===== config.mk =====
export PLATFORM = sky130hd
export DESIGN_NAME = debug_hex_uart_tx
export DESIGN_NICKNAME = d
export VERILOG_FILES = /design/src/rtl/debug_uart_pkg.sv /design/src/rtl/debug_hex_uart_tx_byte.sv /design/src/rtl/debug_hex_uart_tx.sv
export SDC_FILE = /design/constraint.sdc
export NUM_CORES = 1
export LEC_CHECK = 0
export BUFFER_PORTS_ARGS = -buffer_cell sky130_fd_sc_hd__buf_2
export CORE_AREA = 4 4 73 75
export CTS_BUF_LIST = sky130_fd_sc_hd__clkbuf_4
export DETAILED_ROUTE_END_ITERATION = 12
export DIE_AREA = 0 0 77 79
export GPL_TIMING_DRIVEN = 0
export PLACE_DENSITY = 0.82
export RECOVER_POWER = 25
export SLEW_MARGIN = 20
export SYNTH_ARGS = -nofsm -noshare
export SYNTH_HDL_FRONTEND = slang
export SYNTH_HIERARCHICAL = 1
export SYNTH_SLANG_ARGS = --single-unit

===== constraint.sdc =====
create_clock -name clk -period 3.02 [get_ports clk]
set_input_delay 0.906 -clock clk [delete_from_list [all_inputs] [get_ports clk]]
set_output_delay 0.906 -clock clk [all_outputs]
set_load 0.01 [all_outputs]

===== src/rtl/debug_uart_pkg.sv =====
// Shared types, ASCII constants and the nibble-to-ASCII helper for the debug UART.
package debug_uart_pkg;

  typedef enum logic {IDLE, SEND} tx_state_t;

  localparam logic [7:0] ASCII_CR = 8'h0D;
  localparam logic [7:0] ASCII_LF = 8'h0A;
  localparam logic [2:0] LAST_CHAR = 3'd5;

  // 0-9 -> '0'..'9', A-F -> 'A'..'F' (uppercase only).
  function automatic logic [7:0] hex_ascii(input logic [3:0] nib);
    if (nib < 4'd10) return 8'h30 + {4'h0, nib};
    else             return 8'h37 + {4'h0, nib};
  endfunction

endpackage


===== src/rtl/debug_hex_uart_tx_byte.sv =====
// 8N1 byte serializer: owns the baud and bit counters and drives a registered txp.
module uart_tx_byte #(
  parameter int BAUD_DIV = 234
) (
  input  logic       clk,
  input  logic       reset,
  input  logic       start,
  input  logic [7:0] data,
  output logic       txp,
  output logic       done
);

  localparam int W = (BAUD_DIV > 1) ? $clog2(BAUD_DIV) : 1;
  localparam logic [W-1:0] BAUD_LAST = W'(BAUD_DIV - 1);
  localparam logic [3:0]   STOP_BIT  = 4'd9;

  generate
    if (BAUD_DIV < 2) begin : g_bad_baud
      $error("uart_tx_byte: BAUD_DIV must be at least 2");
    end
  endgenerate

  logic         active;
  logic [W-1:0] baud_cnt;
  logic [3:0]   bit_cnt;
  logic [8:0]   frame;   // remaining data bits with the stop bit shifted in behind them

  logic bit_end;
  assign bit_end = active && (baud_cnt == BAUD_LAST);
  assign done    = bit_end && (bit_cnt == STOP_BIT);

  // NOTE: sequential state uses non-blocking assignments so every flop samples pre-edge values.
  always_ff @(posedge clk or posedge reset) begin
    if (reset) begin
      active   <= 1'b0;
      baud_cnt <= '0;
      bit_cnt  <= '0;
      frame    <= '0;
      txp      <= 1'b1;
    end else if (start) begin
      // A new byte may start on the same edge that ends the previous stop bit.
      active   <= 1'b1;
      baud_cnt <= '0;
      bit_cnt  <= '0;
      frame    <= {1'b1, data};
      txp      <= 1'b0;
    end else if (active) begin
      if (bit_end) begin
        baud_cnt <= '0;
        if (bit_cnt == STOP_BIT) begin
          active <= 1'b0;
          txp    <= 1'b1;
        end else begin
          bit_cnt <= bit_cnt + 4'd1;
          txp     <= frame[0];
          frame   <= {1'b1, frame[8:1]};
        end
      end else begin
        baud_cnt <= baud_cnt + W'(1);
      end
    end
  end

endmodule


===== src/rtl/debug_hex_uart_tx.sv =====
// Prints a 16-bit debug word as four uppercase hex digits plus CR LF over 8N1 serial.
module debug_hex_uart_tx
  import debug_uart_pkg::*;
#(
  parameter int CLK_HZ = 27_000_000,
  parameter int BAUD   = 115_200
) (
  input  logic        clk,
  input  logic        reset,
  input  logic        in_valid,
  input  logic [15:0] in_data,
  output logic        in_ready,
  output logic        busy,
  output logic        txp
);

  localparam int BAUD_DIV = (CLK_HZ + BAUD / 2) / BAUD;

  tx_state_t   state;
  logic [15:0] hold;
  logic [2:0]  char_idx;

  logic        accept;
  logic        byte_done;
  logic        byte_start;
  logic [7:0]  byte_data;

  function automatic logic [7:0] char_of(input logic [2:0] idx, input logic [15:0] word);
    case (idx)
      3'd0:    return hex_ascii(word[15:12]);
      3'd1:    return hex_ascii(word[11:8]);
      3'd2:    return hex_ascii(word[7:4]);
      3'd3:    return hex_ascii(word[3:0]);
      3'd4:    return ASCII_CR;
      default: return ASCII_LF;
    endcase
  endfunction

  assign in_ready = (state == IDLE);
  assign busy     = (state == SEND);
  assign accept   = in_ready && in_valid;

  // Char 0 is taken straight from in_data so its start bit lands in the cycle after accept.
  always_comb begin
    byte_start = 1'b0;
    byte_data  = char_of(char_idx + 3'd1, hold);
    if (accept) begin
      byte_start = 1'b1;
      byte_data  = char_of(3'd0, in_data);
    end else if (busy && byte_done && (char_idx != LAST_CHAR)) begin
      byte_start = 1'b1;
    end
  end

  always_ff @(posedge clk or posedge reset) begin
    if (reset) begin
      state    <= IDLE;
      hold     <= '0;
      char_idx <= '0;
    end else if (accept) begin
      state    <= SEND;
      hold     <= in_data;
      char_idx <= '0;
    end else if (busy && byte_done) begin
      if (char_idx == LAST_CHAR) begin
        state    <= IDLE;
        char_idx <= '0;
      end else begin
        char_idx <= char_idx + 3'd1;
      end
    end
  end

  uart_tx_byte #(.BAUD_DIV(BAUD_DIV)) u_byte (
    .clk   (clk),
    .reset (reset),
    .start (byte_start),
    .data  (byte_data),
    .txp   (txp),
    .done  (byte_done)
  );

endmodule


---- Word level (Yosys, flattened, before mapping) ----
Cells that the tools add are included.
storage, ports and cells
  output and inout port bits .............. 3
  logic and storage cells ................. 83
  input bits .............................. 19
  bits in registers ....................... 43
operators by class
  reduce and logical (&&, ||, !) cells .... 13
  $lt $le $gt $ge ......................... 5
  eq/ne operators ......................... 9
  mux-type cells .......................... 34
  bitwise gates (word level) .............. 1
  add/subtract/negate cells ............... 13
operators with widths
  cell                                                 count
  adder 6 x 4 -> 7 bit, first input constant           10
  one-hot mux 8 bit (5 select lines)                   1
  two-way mux 9 bit                                    4
  two-way mux 7 bit                                    5
  two-way mux 8 bit                                    4
  less-than comparator 4 bit, second input constant    5
  two-way mux 4 bit                                    4
  two-way mux 1 bit                                    13
  two-way mux 3 bit                                    3
  adder 8 x 1 -> 8 bit, second input constant          1
  equality test 8 bit, second input constant           1
  nonzero test 2 bit                                   4
  equality test 3 x 2 -> 1 bit, second input constant  2
  equality test 3 bit, second input constant           2
  logical AND 1 bit                                    5
  adder 4 x 1 -> 4 bit, second input constant          1
  equality test 4 bit, second input constant           1
  AND reduction 2 bit                                  2
  adder 3 x 1 -> 3 bit, second input constant          1
  equality test 3 x 1 -> 1 bit, second input constant  1
  zero test 3 bit                                      1
  inequality test 3 bit, second input constant         1
  AND reduction 3 bit                                  1
  inequality test 2 bit, second input constant         1
  inverter 1 bit                                       1

---- Depth between registers and ports, before layout ----
Gate-level depths: netlist of run 1.
  word-level depth ........................ 9
  mapped depth ............................ 12
  mapped depth without buffers ............ 9

---- Hierarchy ----
Netlist of run 1, hierarchy kept.
modules (own cells, without submodules)
  module             instances  cells an instance  seq. area each (µm²)  area an instance (µm²)
  debug_hex_uart_tx  1          200                500.5                 1496.4
  uart_tx_byte       1          136                576.8                 1273.7

---- Least setup slack after synthesis of run 1 ----
Ideal clock, no wire load.
  kind .................................... reg-to-reg
  start ................................... register u_byte.bit_cnt[1]
  end ..................................... register u_byte.frame[1]
  path buffers ............................ 3
  clock period less this slack ............ 2.414 ns
  required time ........................... 2.951 ns
  library setup time ...................... 0.069 ns
  cell stages (with the launch flop) ...... 12
  arrival ................................. 2.345 ns
  path slack .............................. 0.606 ns
  cell sequence ........................... dfrtp_1 inv_1 ha_1 nand3b_1 nor3_1 nand2_1 o21ai_0 buf_2 clkbuf_1 buf_1 nand2_1 nand3_1
on the way
  longest elaborated chain between the ends .. 8
  elaborated cells between the ends (all ways) .. 11
  those cells by class .................... eq/ne (2); mux (3); reduce/logical (6)
RTL lines
  item                                                                          line                          RTL
  start: declaration                                                            debug_hex_uart_tx_byte.sv:25  logic [3:0] bit_cnt;
  start signal: assignment                                                      debug_hex_uart_tx_byte.sv:54  bit_cnt <= bit_cnt + 4'd1;
  equality test 4 bit (*)                                                       debug_hex_uart_tx_byte.sv:30  assign done = bit_end && (bit_cnt == STOP_BIT);
  logical AND 1 bit (*)                                                         debug_hex_uart_tx_byte.sv:30
  named net byte_done                                                           debug_hex_uart_tx.sv:24       logic byte_done;
  logical AND 1 bit (*) (2 in series)                                           debug_hex_uart_tx.sv:50       end else if (busy && byte_done && (char_idx != LAST_CHAR)) begin
  two-way mux 1 bit (*)                                                         debug_hex_uart_tx.sv:50
  two-way mux 1 bit (*)                                                         debug_hex_uart_tx.sv:47       if (accept) begin
  named net byte_start                                                          debug_hex_uart_tx.sv:25       logic byte_start;
  inequality test 2 bit (no line) / nonzero test 2 bit (equally long branches)  --
  AND reduction 3 bit (no line)                                                 --
  end signal: assignment                                                        debug_hex_uart_tx_byte.sv:45  frame <= {1'b1, data};
  end signal: assignment                                                        debug_hex_uart_tx_byte.sv:56  frame <= {1'b1, frame[8:1]};
  end: declaration                                                              debug_hex_uart_tx_byte.sv:26  logic [8:0] frame;
Mark *: on every way through the listed nets, which the timed path passes. The rest lies on a longest branch.
A chain may end at the register's enable or synchronous reset.

---- Worst setup path in the final report of run 1 ----
  start ................................... register u_byte.bit_cnt[1]
  end ..................................... register u_byte.baud_cnt[6]
on the way
  longest elaborated chain between the ends .. 7
  elaborated cells between the ends (all ways) .. 8
  those cells by class .................... eq/ne (1); mux (3); reduce/logical (4)
RTL lines
  item                                                            line                          RTL
  equality test 4 bit (*)                                         debug_hex_uart_tx_byte.sv:30
  logical AND 1 bit (*)                                           debug_hex_uart_tx_byte.sv:30
  named net byte_done                                             debug_hex_uart_tx.sv:24
  logical AND 1 bit (*) (2 in series)                             debug_hex_uart_tx.sv:50
  two-way mux 1 bit (*)                                           debug_hex_uart_tx.sv:50
  two-way mux 1 bit (*)                                           debug_hex_uart_tx.sv:47
  named net byte_start                                            debug_hex_uart_tx.sv:25
  two-way mux 8 bit / nonzero test 2 bit (equally long branches)  --
  end signal: assignment                                          debug_hex_uart_tx_byte.sv:59  baud_cnt <= baud_cnt + W'(1);
  end: declaration                                                debug_hex_uart_tx_byte.sv:24  logic [W-1:0] baud_cnt;
Marks and branches as above.

==> results.py, run 1 <==
metrics = {
    "min_path": {
        "hold_path_class": "reg -> reg",
    },
    "timing": {
        "slew_viol_final": 0,
        "clock_period_minus_final_worst_setup_slack_ns": 2.72,
        "worst_slew_margin_pct": 41.9,
        "grt_setup_unrepaired": "false",
        "hold_violations": 0,
        "fin_tns_setup_ns": 0,
        "skew_ns": 0.0124,
        "final.period_utilization_pct": 90.1,
        "timing.final.setup_violations": 0,
        "worst_pin_slew_ns": 0.870,
        "achievable-frequency_mhz": 367,
    },
    "power": {
        "power_per_cell_area_mw_per_mm2": 531,
        "static-leakage-power_nw": 1.37,
        "peakVddDrop_uv": 280,
    },
    "detailed_routing": {
        "detail_route.vias_per_cell": 5.99,
        "ant_nets": 0,
        "firstDrtPassIters": 4,
        "drt_wl_total_um": 6280,
        "drc": 0,
        "routedWlPerCell_um": 15.0,
        "via_count": 2510,
        "drt_iter0_drc": 164,
    },
    "yosys": {
        "synth_top_area_share_pct": 37.9,
        "synth-warning-count": 6,
        "synth_edf_count": 0,
        "largest_cells_by_area_after_synthesis": "sky130_fd_sc_hd__dfrtp_1 38%, sky130_fd_sc_hd__nand2_1 8.8%, sky130_fd_sc_hd__o21ai_0 5.1%",
        "synth_seq_area_share_pct": 38.9,
        "synth_fp_nets": 364,
        "syn-cell-area_mm2": 0.00277,
        "yosysUniqueCellTypes": 56,
        "synth-async-reset-ratio_pct": 100,
        "synth_most_common_cell": "sky130_fd_sc_hd__nand2_1",
        "syn_avg_cell_area_um2": 8.24,
        "netlist_top_cells_count": "65 x sky130_fd_sc_hd__nand2_1, 42 x sky130_fd_sc_hd__dfrtp_1, 28 x sky130_fd_sc_hd__o21ai_0",
        "yosysTopAreaCell": "sky130_fd_sc_hd__dfrtp_1",
        "ys_ff_latch": 43,
        "dominantRegCellSynth": "sky130_fd_sc_hd__dfrtp_1",
        "synth_cells": 336,
    },
    "cts": {
        "clkTransAtPathRegs_ns": 0.13,
        "setup_fix_bufs_post_cts": 0,
        "cts_tree": "done",
        "cts_sinks": 43,
        "number_of_levels_the_h_tree_was_split_into": 2,
        "cts_inserted_buffers": 5,
        "cts_root_buffer": "sky130_fd_sc_hd__clkbuf_4",
        "cts.path.max_buffers": 2,
        "clock_latency_of_the_later_clocked_register_in_the_worst_skew_pair_ns": 0.37,
    },
    "setup_path": {
        "r2r_setup_slack_ns": 0.30,
        "worst_r2r_startpoint": "u_byte/bit_cnt[1]$_DFFE_PP0P_",
        "critical-path-slowest-cell": "sky130_fd_sc_hd__dfrtp_1",
        "cp.required_ns": 3.32,
        "reg2reg_to": "u_byte/baud_cnt[6]$_DFFE_PP0P_",
        "worst_setup_path_startpoint": "u_byte/bit_cnt[1]$_DFFE_PP0P_",
        "worst_setup_path_endpoint": "u_byte/baud_cnt[6]$_DFFE_PP0P_",
        "critPathKind": "reg -> reg",
        "timing.critical_path.arrival_ns": 3.03,
        "crit_path_end_kind": "register",
        "worstRegToRegCells": 10,
        "crit_cells": 10,
        "crit_family": "simple AND/OR/NAND/NOR gates",
        "worst_setup_start_kind": "register",
        "cp_buf_inv_count": 2,
        "max_stage_delay_ns": 0.43,
        "path_max_fanout": 10,
        "cell_chain_critical_path": "inv_1 > ha_1 > nand3b_1 > nor3_4 > nand2_1 > o21ai_0 > buf_2 > o2111ai_1 > or3_1 > a21oi_1",
    },
    "layout": {
        "area.sequential_mm2": 0.00108,
        "final_net_count": 392,
        "final_design_area_no_fill_mm2": 0.00301,
        "diodes": 0,
        "drive_above_1_share_pct": 14.2,
        "flow.area_growth_from_synthesis_pct": 8.76,
        "total_of_fill_cells_in_the_finished_design": 395,
        "multi_input_area_mm2": 0.00150,
    },
    "placement": {
        "detailed_place_hpwl_um": 4590,
        "placedInstanceArea_mm2": 0.00294,
        "finalWeightedCongestion": 0.879,
        "io_buffer_count": 21,
    },
    "die": {
        "fp.dieArea_mm2": 0.00608,
        "core.rowCount": 25,
        "die_width_um": 77,
        "die_height_um": 79,
        "pin_count": 22,
        "initial_core_util_pct": 59.4,
        "fp.coreArea_mm2": 0.00466,
    },
    "global_routing": {
        "antenna_violations_before_repair": 0,
        "grt_start_max_net_pins": 24,
        "global_route.usage.total_pct": 22.6,
        "grt_pass1_wl_um": 11000,
        "overflow": 0,
        "via_count_of_the_first_global_routing_pass": 2458,
    },
    "run_status": {
        "run_status": "complete, no violations",
    },
    "flow_run": {
        "maxCapViolCount": 0,
    },
}
-- sequential cells by signal (all words and copies together) (netlist names) --
register         count
u_byte/baud_cnt      8
u_byte/active        1
hold                16
u_byte/frame         9
char_idx             3
u_byte/txp           1
busy                 1
u_byte/bit_cnt       4
-- cell families (layout without fill, tap and decap cells) --
kind of cell    after synthesis  after routing  synth area share (%)
buf+inv                      42             71                  7.50
compound gates               89             89                  21.1
simple gates                143            143                  25.4
xor+xnor                      8              8                  2.53
mux                           1              1                 0.406
other cells                   1              1                 0.135
fa+ha+maj                     9              9                  4.07
flops                        43             43                  38.9
-- how the worst min path moves through the flow --
stage	from	endpoint	cells past startpoint
5_1_grt	u_byte/frame[8]$_DFFE_PP0P_	u_byte/frame[8]$_DFFE_PP0P_	1
4_1_cts	u_byte/frame[8]$_DFFE_PP0P_	u_byte/frame[8]$_DFFE_PP0P_	1
6_report	u_byte/frame[8]$_DFFE_PP0P_	u_byte/frame[8]$_DFFE_PP0P_	1
3_5_place_dp	u_byte/frame[8]$_DFFE_PP0P_	u_byte/frame[8]$_DFFE_PP0P_	1
2_1_floorplan	u_byte/frame[8]$_DFFE_PP0P_	u_byte/frame[8]$_DFFE_PP0P_	1
3_3_place_gp	u_byte/frame[8]$_DFFE_PP0P_	u_byte/frame[8]$_DFFE_PP0P_	1
-- what timing repair did --
item	4_1_cts	5_1_grt
gates resized for setup	1	4
setup endpoints to repair	10	10
hold buffers	0	0
-- cells in the final DEF (no fill, tap or decap), types with 3 or more instances in the layout --
cell / count
sky130_fd_sc_hd__nand2_1: 65
sky130_fd_sc_hd__dfrtp_1: 42
sky130_fd_sc_hd__o21ai_0: 28
sky130_fd_sc_hd__buf_2: 27
sky130_fd_sc_hd__inv_1: 22
sky130_fd_sc_hd__a21oi_1: 15
sky130_fd_sc_hd__nor2_1: 14
sky130_fd_sc_hd__nand3_1: 13
sky130_fd_sc_hd__nor2b_1: 11
sky130_fd_sc_hd__o31ai_1: 10
sky130_fd_sc_hd__nor3_1: 9
sky130_fd_sc_hd__ha_1: 9
sky130_fd_sc_hd__nand4_1: 9
sky130_fd_sc_hd__a31oi_1: 7
sky130_fd_sc_hd__clkbuf_4: 7
sky130_fd_sc_hd__clkbuf_1: 5
sky130_fd_sc_hd__a211oi_1: 5
sky130_fd_sc_hd__xnor2_1: 5
sky130_fd_sc_hd__or3_1: 4
sky130_fd_sc_hd__buf_6: 3
sky130_fd_sc_hd__and4b_1: 3
sky130_fd_sc_hd__o211ai_1: 3
sky130_fd_sc_hd__clkbuf_2: 3
sky130_fd_sc_hd__xor2_1: 3
-- final cells by class --
type                            count  share of cell area (%)
Inverter                           22                    2.74
Multi-Input combinational cell    251                    49.7
Tap cell                           54                    2.24
Clock buffer                        7                    1.74
Sequential cell                    43                    35.8
Clock inverter                      1                   0.166
Timing Repair Buffer               21                    3.45
Buffer                             20                    4.24
-- through the flow --
| stage | total power, W | util (%) | setup WS (ns) | hold slack (ns) | std cells |
|---|---|---|---|---|---|
| 2_1_floorplan | 0.00118 | - | 0.606 | 0.439 | 336 |
| 3_3_place_gp | 0.00129 | 63.1 | -0.0995 | 0.457 | 411 |
| 3_5_place_dp | 0.00131 | 63.1 | -0.160 | 0.472 | 411 |
| 4_1_cts | 0.00161 | 64.5 | 0.00731 | 0.503 | 419 |
| 5_1_grt | 0.00173 | 64.6 | 0.0537 | 0.515 | 419 |
| 6_report | 0.00160 | 64.6 | 0.298 | 0.501 | 419 |
-- per-layer routing --
layer | vias to the layer above | track usage, % | wire length (um)
met5 | - | 0 | 0
met4 | 0 | 13.0 | 216
met3 | 19 | 3.51 | 308
met2 | 77 | 37.8 | 3010
met1 | 1157 | 28.0 | 2740
li1 | 1257 | - | -
-- report_power, final --
group / leakage (nW) / switching (W) / internal [W]
Combinational: 0.815 / 0.000287 / 0.000221
Clock: 0.0361 / 0.000190 / 0.000109
Sequential: 0.515 / 0.000109 / 0.000683
Total: 1.37 / 0.000586 / 0.00101
(Power assumes the default switching activity.)
==> run 2, diff against run 1 <==
--- a/config.mk
+++ b/config.mk
@@ -5,13 +5,13 @@
 export SDC_FILE = /design/constraint.sdc
 export NUM_CORES = 1
 export LEC_CHECK = 0
-export BUFFER_PORTS_ARGS = -buffer_cell sky130_fd_sc_hd__buf_2
+export BUFFER_PORTS_ARGS = -buffer_cell sky130_fd_sc_hd__clkbuf_2
 export CORE_AREA = 4 4 73 75
 export CTS_BUF_LIST = sky130_fd_sc_hd__clkbuf_4
 export DETAILED_ROUTE_END_ITERATION = 12
 export DIE_AREA = 0 0 77 79
 export GPL_TIMING_DRIVEN = 0
-export PLACE_DENSITY = 0.82
+export PLACE_DENSITY = 0.89
 export RECOVER_POWER = 25
 export SLEW_MARGIN = 20
 export SYNTH_ARGS = -nofsm -noshare
==> results.py, run 2 (same netlist as run 1, synthesis figures left out) <==
metrics = {
    "run_status": {
        "run_status": "complete, no violations",
    },
    "timing": {
        "worst_slew_margin_pct": 41.3,
        "grt_setup_unrepaired": "false",
        "worst_pin_slew_ns": 0.879,
        "timing.final.setup_violations": 0,
        "achievable-frequency_mhz": 366,
        "hold_violations": 0,
        "skew_ns": 0.0153,
        "final.period_utilization_pct": 90.5,
        "slew_viol_final": 0,
        "clock_period_minus_final_worst_setup_slack_ns": 2.73,
        "timing.hold.ws_ns": 0.496,
        "postLayoutSetupSlackWorst_ns": 0.287,
    },
    "detailed_routing": {
        "ant_nets": 0,
        "detail_route.vias_per_cell": 6.14,
        "drc": 0,
        "via_count": 2574,
        "drt_wl_total_um": 6410,
        "firstDrtPassIters": 5,
        "routedWlPerCell_um": 15.3,
        "drt_iter0_drc": 181,
    },
    "die": {
        "fp.dieArea_mm2": 0.00608,
        "die_height_um": 79,
        "initial_core_util_pct": 59.4,
        "fp.coreArea_mm2": 0.00466,
        "die_width_um": 77,
        "core.rowCount": 25,
        "pin_count": 22,
    },
    "setup_path": {
        "r2r_setup_slack_ns": 0.29,
        "reg2reg_to": "u_byte/baud_cnt[6]$_DFFE_PP0P_",
        "critical-path-slowest-cell": "sky130_fd_sc_hd__dfrtp_1",
        "path_max_fanout": 10,
        "timing.critical_path.arrival_ns": 3.03,
        "worst_r2r_startpoint": "u_byte/bit_cnt[1]$_DFFE_PP0P_",
        "cp_buf_inv_count": 2,
        "crit_path_end_kind": "register",
        "worst_setup_start_kind": "register",
        "critPathKind": "reg -> reg",
        "max_stage_delay_ns": 0.44,
        "cell_chain_critical_path": "inv_1 > ha_1 > nand3b_1 > nor3_4 > nand2_1 > o21ai_0 > buf_2 > o2111ai_1 > or3_1 > a21oi_1",
        "cp.required_ns": 3.31,
        "worstRegToRegCells": 10,
        "crit_family": "simple AND/OR/NAND/NOR gates",
    },
    "power": {
        "clock_power_share_pct": 17.2,
        "p_sw_w": 0.000592,
        "comb_power_share_pct": 32.7,
        "cellInternalPower_w": 0.000992,
        "netSwitchingFraction_pct": 37.4,
        "power_per_cell_area_mw_per_mm2": 527,
        "peakVddDrop_uv": 278,
        "static-leakage-power_nw": 1.37,
        "share_seq_of_total_power_pct": 50.2,
    },
    "cts": {
        "number_of_levels_the_h_tree_was_split_into": 2,
        "cts_tree": "done",
        "cts.path.max_buffers": 2,
        "clock_latency_of_the_later_clocked_register_in_the_worst_skew_pair_ns": 0.36,
        "clkTransAtPathRegs_ns": 0.13,
        "cts_root_buffer": "sky130_fd_sc_hd__clkbuf_4",
        "cts_inserted_buffers": 5,
        "cts_sinks": 43,
    },
    "min_path": {
        "destination_of_the_worst_hold_path": "u_byte/frame[8]$_DFFE_PP0P_",
        "hold_path_class": "reg -> reg",
        "worst_hold_path_startpoint": "u_byte/frame[8]$_DFFE_PP0P_",
        "worstHoldPathCells": 1,
    },
    "layout": {
        "layout_commonest_cell": "sky130_fd_sc_hd__nand2_1",
        "final_net_count": 392,
        "largest_register": "hold",
        "mostFrequentLayoutCells": "65 x sky130_fd_sc_hd__nand2_1, 42 x sky130_fd_sc_hd__dfrtp_1, 28 x sky130_fd_sc_hd__o21ai_0, 23 x sky130_fd_sc_hd__clkbuf_2, 22 x sky130_fd_sc_hd__inv_1",
        "flow.area_growth_from_synthesis_pct": 8.63,
        "diodes": 0,
        "largest_registers": "hold x16, u_byte/frame x9, u_byte/baud_cnt x8",
        "drive_above_1_share_pct": 14.5,
        "largest_reg_flops": 16,
    },
    "placement": {
        "dp_worst_setup_slack_ns": -0.188,
        "finalWeightedCongestion": 0.960,
        "io_buffer_count": 21,
        "detailed_place_hpwl_um": 4740,
    },
    "flow_run": {
        "maxCapViolCount": 0,
    },
    "global_routing": {
        "antenna_violations_before_repair": 0,
        "overflow": 0,
        "global_route.usage.total_pct": 22.3,
        "via_count_of_the_first_global_routing_pass": 2525,
        "grt_pass1_wl_um": 10900,
        "grt_start_max_net_pins": 24,
    },
}
[run 2: changes by cell type in the layout (fill, tap and decap cells not counted)]
cell / before / now
sky130_fd_sc_hd__clkbuf_2: 3 / 23
sky130_fd_sc_hd__buf_2: 27 / 8
sky130_fd_sc_hd__clkinv_2: 1 / 3
sky130_fd_sc_hd__clkbuf_4: 7 / 5
sky130_fd_sc_hd__clkbuf_1: 5 / 4
[run 2: stage by stage]
step	TNS (ns)	area, um^2	total power, W	instances	util (%)
3_5_place_dp	-1.46	2940	0.00131	411	63.1
6_report	0	3010	0.00158	419	64.6
3_3_place_gp	-0.444	2940	0.00129	411	63.1
5_1_grt	0	3010	0.00172	419	64.6
4_1_cts	0	3000	0.00159	419	64.4
2_1_floorplan	0	2770	0.00118	336	-
[run 2: worst max path at each step]
stage	start	to	slack [ns]	cells past startpoint
2_1_floorplan	u_byte/bit_cnt[1]$_DFFE_PP0P_	u_byte/frame[1]$_DFFE_PP0P_	0.61	11
4_1_cts	u_byte/bit_cnt[1]$_DFFE_PP0P_	u_byte/frame[4]$_DFFE_PP0P_	0.12	11
3_3_place_gp	u_byte/bit_cnt[1]$_DFFE_PP0P_	u_byte/frame[4]$_DFFE_PP0P_	-0.08	11
5_1_grt	u_byte/bit_cnt[1]$_DFFE_PP0P_	u_byte/baud_cnt[6]$_DFFE_PP0P_	0.03	10
3_5_place_dp	u_byte/bit_cnt[1]$_DFFE_PP0P_	u_byte/frame[4]$_DFFE_PP0P_	-0.19	11
6_report	u_byte/bit_cnt[1]$_DFFE_PP0P_	u_byte/baud_cnt[6]$_DFFE_PP0P_	0.29	10
[run 2: layout make-up]
class	count	area, um^2
fill	402	1650
multi-input combinational	251	1500
sequential	43	1080
buffer	20	128
timing repair buffer	21	105
inverter	22	82.6
tap	54	67.6
clock buffer	5	37.5
clock inverter	3	15.0
[run 2: timing repair]
action,CTS,global route
endpoints found under the hold margin,0,0
setup buffers,0,0
setup endpoints to repair,10,13
gates resized for setup,2,3
hold buffers,0,0
[run 2: worst register-to-register path: stages (launching register included)]
cell,delay (ns)
sky130_fd_sc_hd__dfrtp_1,0.44
sky130_fd_sc_hd__inv_1,0.07
sky130_fd_sc_hd__ha_1,0.15
sky130_fd_sc_hd__nand3b_1,0.38
sky130_fd_sc_hd__nor3_4,0.42
sky130_fd_sc_hd__nand2_1,0.10
sky130_fd_sc_hd__o21ai_0,0.15
sky130_fd_sc_hd__buf_2,0.25
sky130_fd_sc_hd__o2111ai_1,0.20
sky130_fd_sc_hd__or3_1,0.38
sky130_fd_sc_hd__a21oi_1,0.14
[run 2: per-layer routing]
layer | vias up | part of all wire (%) | track usage [%] | wire length [um]
met3 | 8 | 5.6 | 4.20 | 360
met2 | 100 | 52 | 40.6 | 3350
met1 | 1203 | 41 | 25.8 | 2650
met5 | - | 0 | 0 | 0
met4 | 0 | 0.81 | 9.43 | 52
li1 | 1263 | - | - | -
[run 2: power by group through the flow]
stage	Clock, W	Sequential (W)	Combinational [W]
final	0.000272	0.000795	0.000517
after global routing	0.000316	0.000814	0.000591
after CTS	0.000282	0.000793	0.000512
after detailed placement	0	0.000805	0.000506
after global placement	0	0.000798	0.000489
after floorplan	0	0.000778	0.000397
==> run 3, diff against run 2 <==
--- a/config.mk
+++ b/config.mk
@@ -6,10 +6,11 @@
 export NUM_CORES = 1
 export LEC_CHECK = 0
 export BUFFER_PORTS_ARGS = -buffer_cell sky130_fd_sc_hd__clkbuf_2
-export CORE_AREA = 4 4 73 75
+export CORE_AREA = 2 2 71 73
 export CTS_BUF_LIST = sky130_fd_sc_hd__clkbuf_4
+export CTS_CLUSTER_DIAMETER = 200
 export DETAILED_ROUTE_END_ITERATION = 12
-export DIE_AREA = 0 0 77 79
+export DIE_AREA = 0 0 73 75
 export GPL_TIMING_DRIVEN = 0
 export PLACE_DENSITY = 0.89
 export RECOVER_POWER = 25
==> constraint.sdc (replaced) <==
create_clock -name clk -period 3.02 [get_ports clk]
set_input_delay 0.906 -clock clk [delete_from_list [all_inputs] [get_ports clk]]
set_output_delay 0.906 -clock clk [all_outputs]
set_load 0.02 [all_outputs]
==> results.py, run 3 (same netlist as run 1, synthesis figures left out) <==
metrics = {
    "layout": {
        "instances_no_fill": 419,
        "largest_reg_flops": 16,
        "largest_registers": "hold x16, u_byte/frame x9, u_byte/baud_cnt x8",
        "mostFrequentLayoutCells": "65 x sky130_fd_sc_hd__nand2_1, 42 x sky130_fd_sc_hd__dfrtp_1, 28 x sky130_fd_sc_hd__o21ai_0, 22 x sky130_fd_sc_hd__inv_1, 22 x sky130_fd_sc_hd__clkbuf_2",
        "layout_commonest_cell": "sky130_fd_sc_hd__nand2_1",
        "total_of_fill_cells_in_the_finished_design": 388,
        "largest_register": "hold",
        "drive_above_1_share_pct": 14.0,
        "flow.area_growth_from_synthesis_pct": 9.44,
        "diodes": 0,
        "finalCoreUtilization_pct": 65.0,
        "final_net_count": 392,
    },
    "power": {
        "p_sw_w": 0.000591,
        "clock_power_share_pct": 21.4,
        "netSwitchingFraction_pct": 35.4,
        "peakVddDrop_uv": 304,
        "comb_power_share_pct": 31.0,
        "power_per_cell_area_mw_per_mm2": 550,
        "cellInternalPower_w": 0.00108,
        "static-leakage-power_nw": 1.38,
        "share_seq_of_total_power_pct": 47.7,
    },
    "setup_path": {
        "worst_r2r_startpoint": "u_byte/bit_cnt[1]$_DFFE_PP0P_",
        "reg2reg_to": "u_byte/baud_cnt[6]$_DFFE_PP0P_",
        "critical-path-slowest-cell": "sky130_fd_sc_hd__dfrtp_1",
        "crit_cells": 10,
        "crit_family": "simple AND/OR/NAND/NOR gates",
        "worst_setup_path_startpoint": "u_byte/bit_cnt[1]$_DFFE_PP0P_",
        "crit_path_end_kind": "register",
        "r2r_setup_slack_ns": 0.32,
        "cp.required_ns": 3.32,
        "worst_setup_start_kind": "register",
        "cell_chain_critical_path": "inv_1 > ha_1 > nand3b_1 > nor3_4 > nand2_1 > o21ai_0 > buf_2 > o2111ai_1 > or3_1 > a21oi_1",
        "worst_setup_path_endpoint": "u_byte/baud_cnt[6]$_DFFE_PP0P_",
        "timing.critical_path.arrival_ns": 3.00,
        "path_max_fanout": 10,
        "cp_buf_inv_count": 2,
        "max_stage_delay_ns": 0.43,
        "worstRegToRegCells": 10,
        "critPathKind": "reg -> reg",
    },
    "detailed_routing": {
        "drt_wl_total_um": 6160,
        "firstDrtPassIters": 5,
        "ant_nets": 0,
        "drc": 0,
        "drt_iter0_drc": 145,
        "via_count": 2527,
        "routedWlPerCell_um": 14.7,
        "detail_route.vias_per_cell": 6.03,
    },
    "cts": {
        "cts.path.max_buffers": 2,
        "cts_sinks": 43,
        "number_of_levels_the_h_tree_was_split_into": 2,
        "cts_root_buffer": "sky130_fd_sc_hd__clkbuf_4",
        "cts_inserted_buffers": 5,
        "clkTransAtPathRegs_ns": 0.13,
        "clock_latency_of_the_later_clocked_register_in_the_worst_skew_pair_ns": 0.36,
        "cts_tree": "done",
        "setup_fix_bufs_post_cts": 0,
    },
    "die": {
        "initial_core_util_pct": 59.4,
        "die_width_um": 73,
        "pin_count": 22,
        "fp.dieArea_mm2": 0.00548,
        "die_height_um": 75,
        "fp.coreArea_mm2": 0.00466,
        "core.rowCount": 25,
    },
    "timing": {
        "hold_violations": 0,
        "grt_setup_unrepaired": "false",
        "skew_ns": 0.00765,
        "slew_viol_final": 0,
        "worst_pin_slew_ns": 0.860,
        "worst_slew_margin_pct": 42.6,
        "final.period_utilization_pct": 89.5,
        "timing.hold.ws_ns": 0.487,
        "timing.final.setup_violations": 0,
        "clock_period_minus_final_worst_setup_slack_ns": 2.70,
        "achievable-frequency_mhz": 370,
    },
    "min_path": {
        "hold_path_class": "reg -> reg",
    },
    "placement": {
        "io_buffer_count": 21,
        "dp.cells": 411,
        "finalWeightedCongestion": 0.979,
        "detailed_place_hpwl_um": 4570,
    },
    "global_routing": {
        "global_route.usage.met3_pct": 2.95,
        "overflow": 0,
        "global_route.peak_usage_layer": "met2",
        "global_route.usage.met1_pct": 30.2,
        "grt_start_max_net_pins": 24,
        "gr-usage-met2_pct": 45.2,
        "via_count_of_the_first_global_routing_pass": 2451,
        "grt_pass1_wl_um": 10800,
        "global_route.usage.total_pct": 25.1,
        "antenna_violations_before_repair": 0,
    },
    "run_status": {
        "run_status": "complete, no violations",
    },
    "flow_run": {
        "maxCapViolCount": 0,
    },
}
run 3: final cells by class:
type / count / area [um^2] / share of cell area, %
clock inverters: 3 / 38.8 / 1.28
clock buffers: 5 / 37.5 / 1.24
multi-input cells: 251 / 1500 / 49.4
inverters: 22 / 82.6 / 2.72
plain buffers: 20 / 128 / 4.21
well taps: 54 / 67.6 / 2.23
flip-flops and latches: 43 / 1080 / 35.5
repair buffers: 21 / 104 / 3.43
run 3: how the worst min path moves through the flow:
stage	start	to	depth (start not counted)
floorplan	u_byte/frame[8]$_DFFE_PP0P_	u_byte/frame[8]$_DFFE_PP0P_	1
global placement	u_byte/frame[8]$_DFFE_PP0P_	u_byte/frame[8]$_DFFE_PP0P_	1
detailed placement	u_byte/frame[8]$_DFFE_PP0P_	u_byte/frame[8]$_DFFE_PP0P_	1
CTS	u_byte/frame[8]$_DFFE_PP0P_	u_byte/frame[8]$_DFFE_PP0P_	1
global route	u_byte/frame[8]$_DFFE_PP0P_	u_byte/frame[8]$_DFFE_PP0P_	1
finish	u_byte/frame[8]$_DFFE_PP0P_	u_byte/frame[8]$_DFFE_PP0P_	1
run 3: power groups by stage:
stage          Combinational (W)  Sequential (W)  Clock [W]
2_1_floorplan           0.000397        0.000780          0
3_3_place_gp            0.000487        0.000799          0
3_5_place_dp            0.000508        0.000805          0
4_1_cts                 0.000512        0.000794   0.000366
5_1_grt                 0.000586        0.000811   0.000390
6_report                0.000516        0.000794   0.000356
run 3: routing by layer:
metal	routed length (um)	vias up
li1	-	1267
met1	2650	1181
met2	3140	66
met3	232	13
met4	138	0
met5	0	-
run 3: repair_timing:
| item | CTS | global route |
|---|---|---|
| endpoints found under the setup margin | 10 | 11 |
| gates resized for setup | 2 | 3 |
| hold buffers | 0 | 0 |
| cloned | 0 | 0 |
run 3: worst reg2reg max path, stage by stage (launching register included):
cell and delay (ns):
sky130_fd_sc_hd__dfrtp_1 0.43, sky130_fd_sc_hd__inv_1 0.07, sky130_fd_sc_hd__ha_1 0.15, sky130_fd_sc_hd__nand3b_1 0.34
sky130_fd_sc_hd__nor3_4 0.40, sky130_fd_sc_hd__nand2_1 0.11, sky130_fd_sc_hd__o21ai_0 0.17, sky130_fd_sc_hd__buf_2 0.24
sky130_fd_sc_hd__o2111ai_1 0.20, sky130_fd_sc_hd__or3_1 0.39, sky130_fd_sc_hd__a21oi_1 0.14
run 3: metrics by stage:
stage	cell area (um^2)	setup WS [ns]	total power (W)	TNS, ns
floorplan	2770	0.605	0.00118	0
finish	3030	0.317	0.00167	0
detailed placement	2940	-0.118	0.00131	-0.677
global route	3030	0.0415	0.00179	0
global placement	2940	-0.0298	0.00129	-0.0529
CTS	3030	0.166	0.00167	0
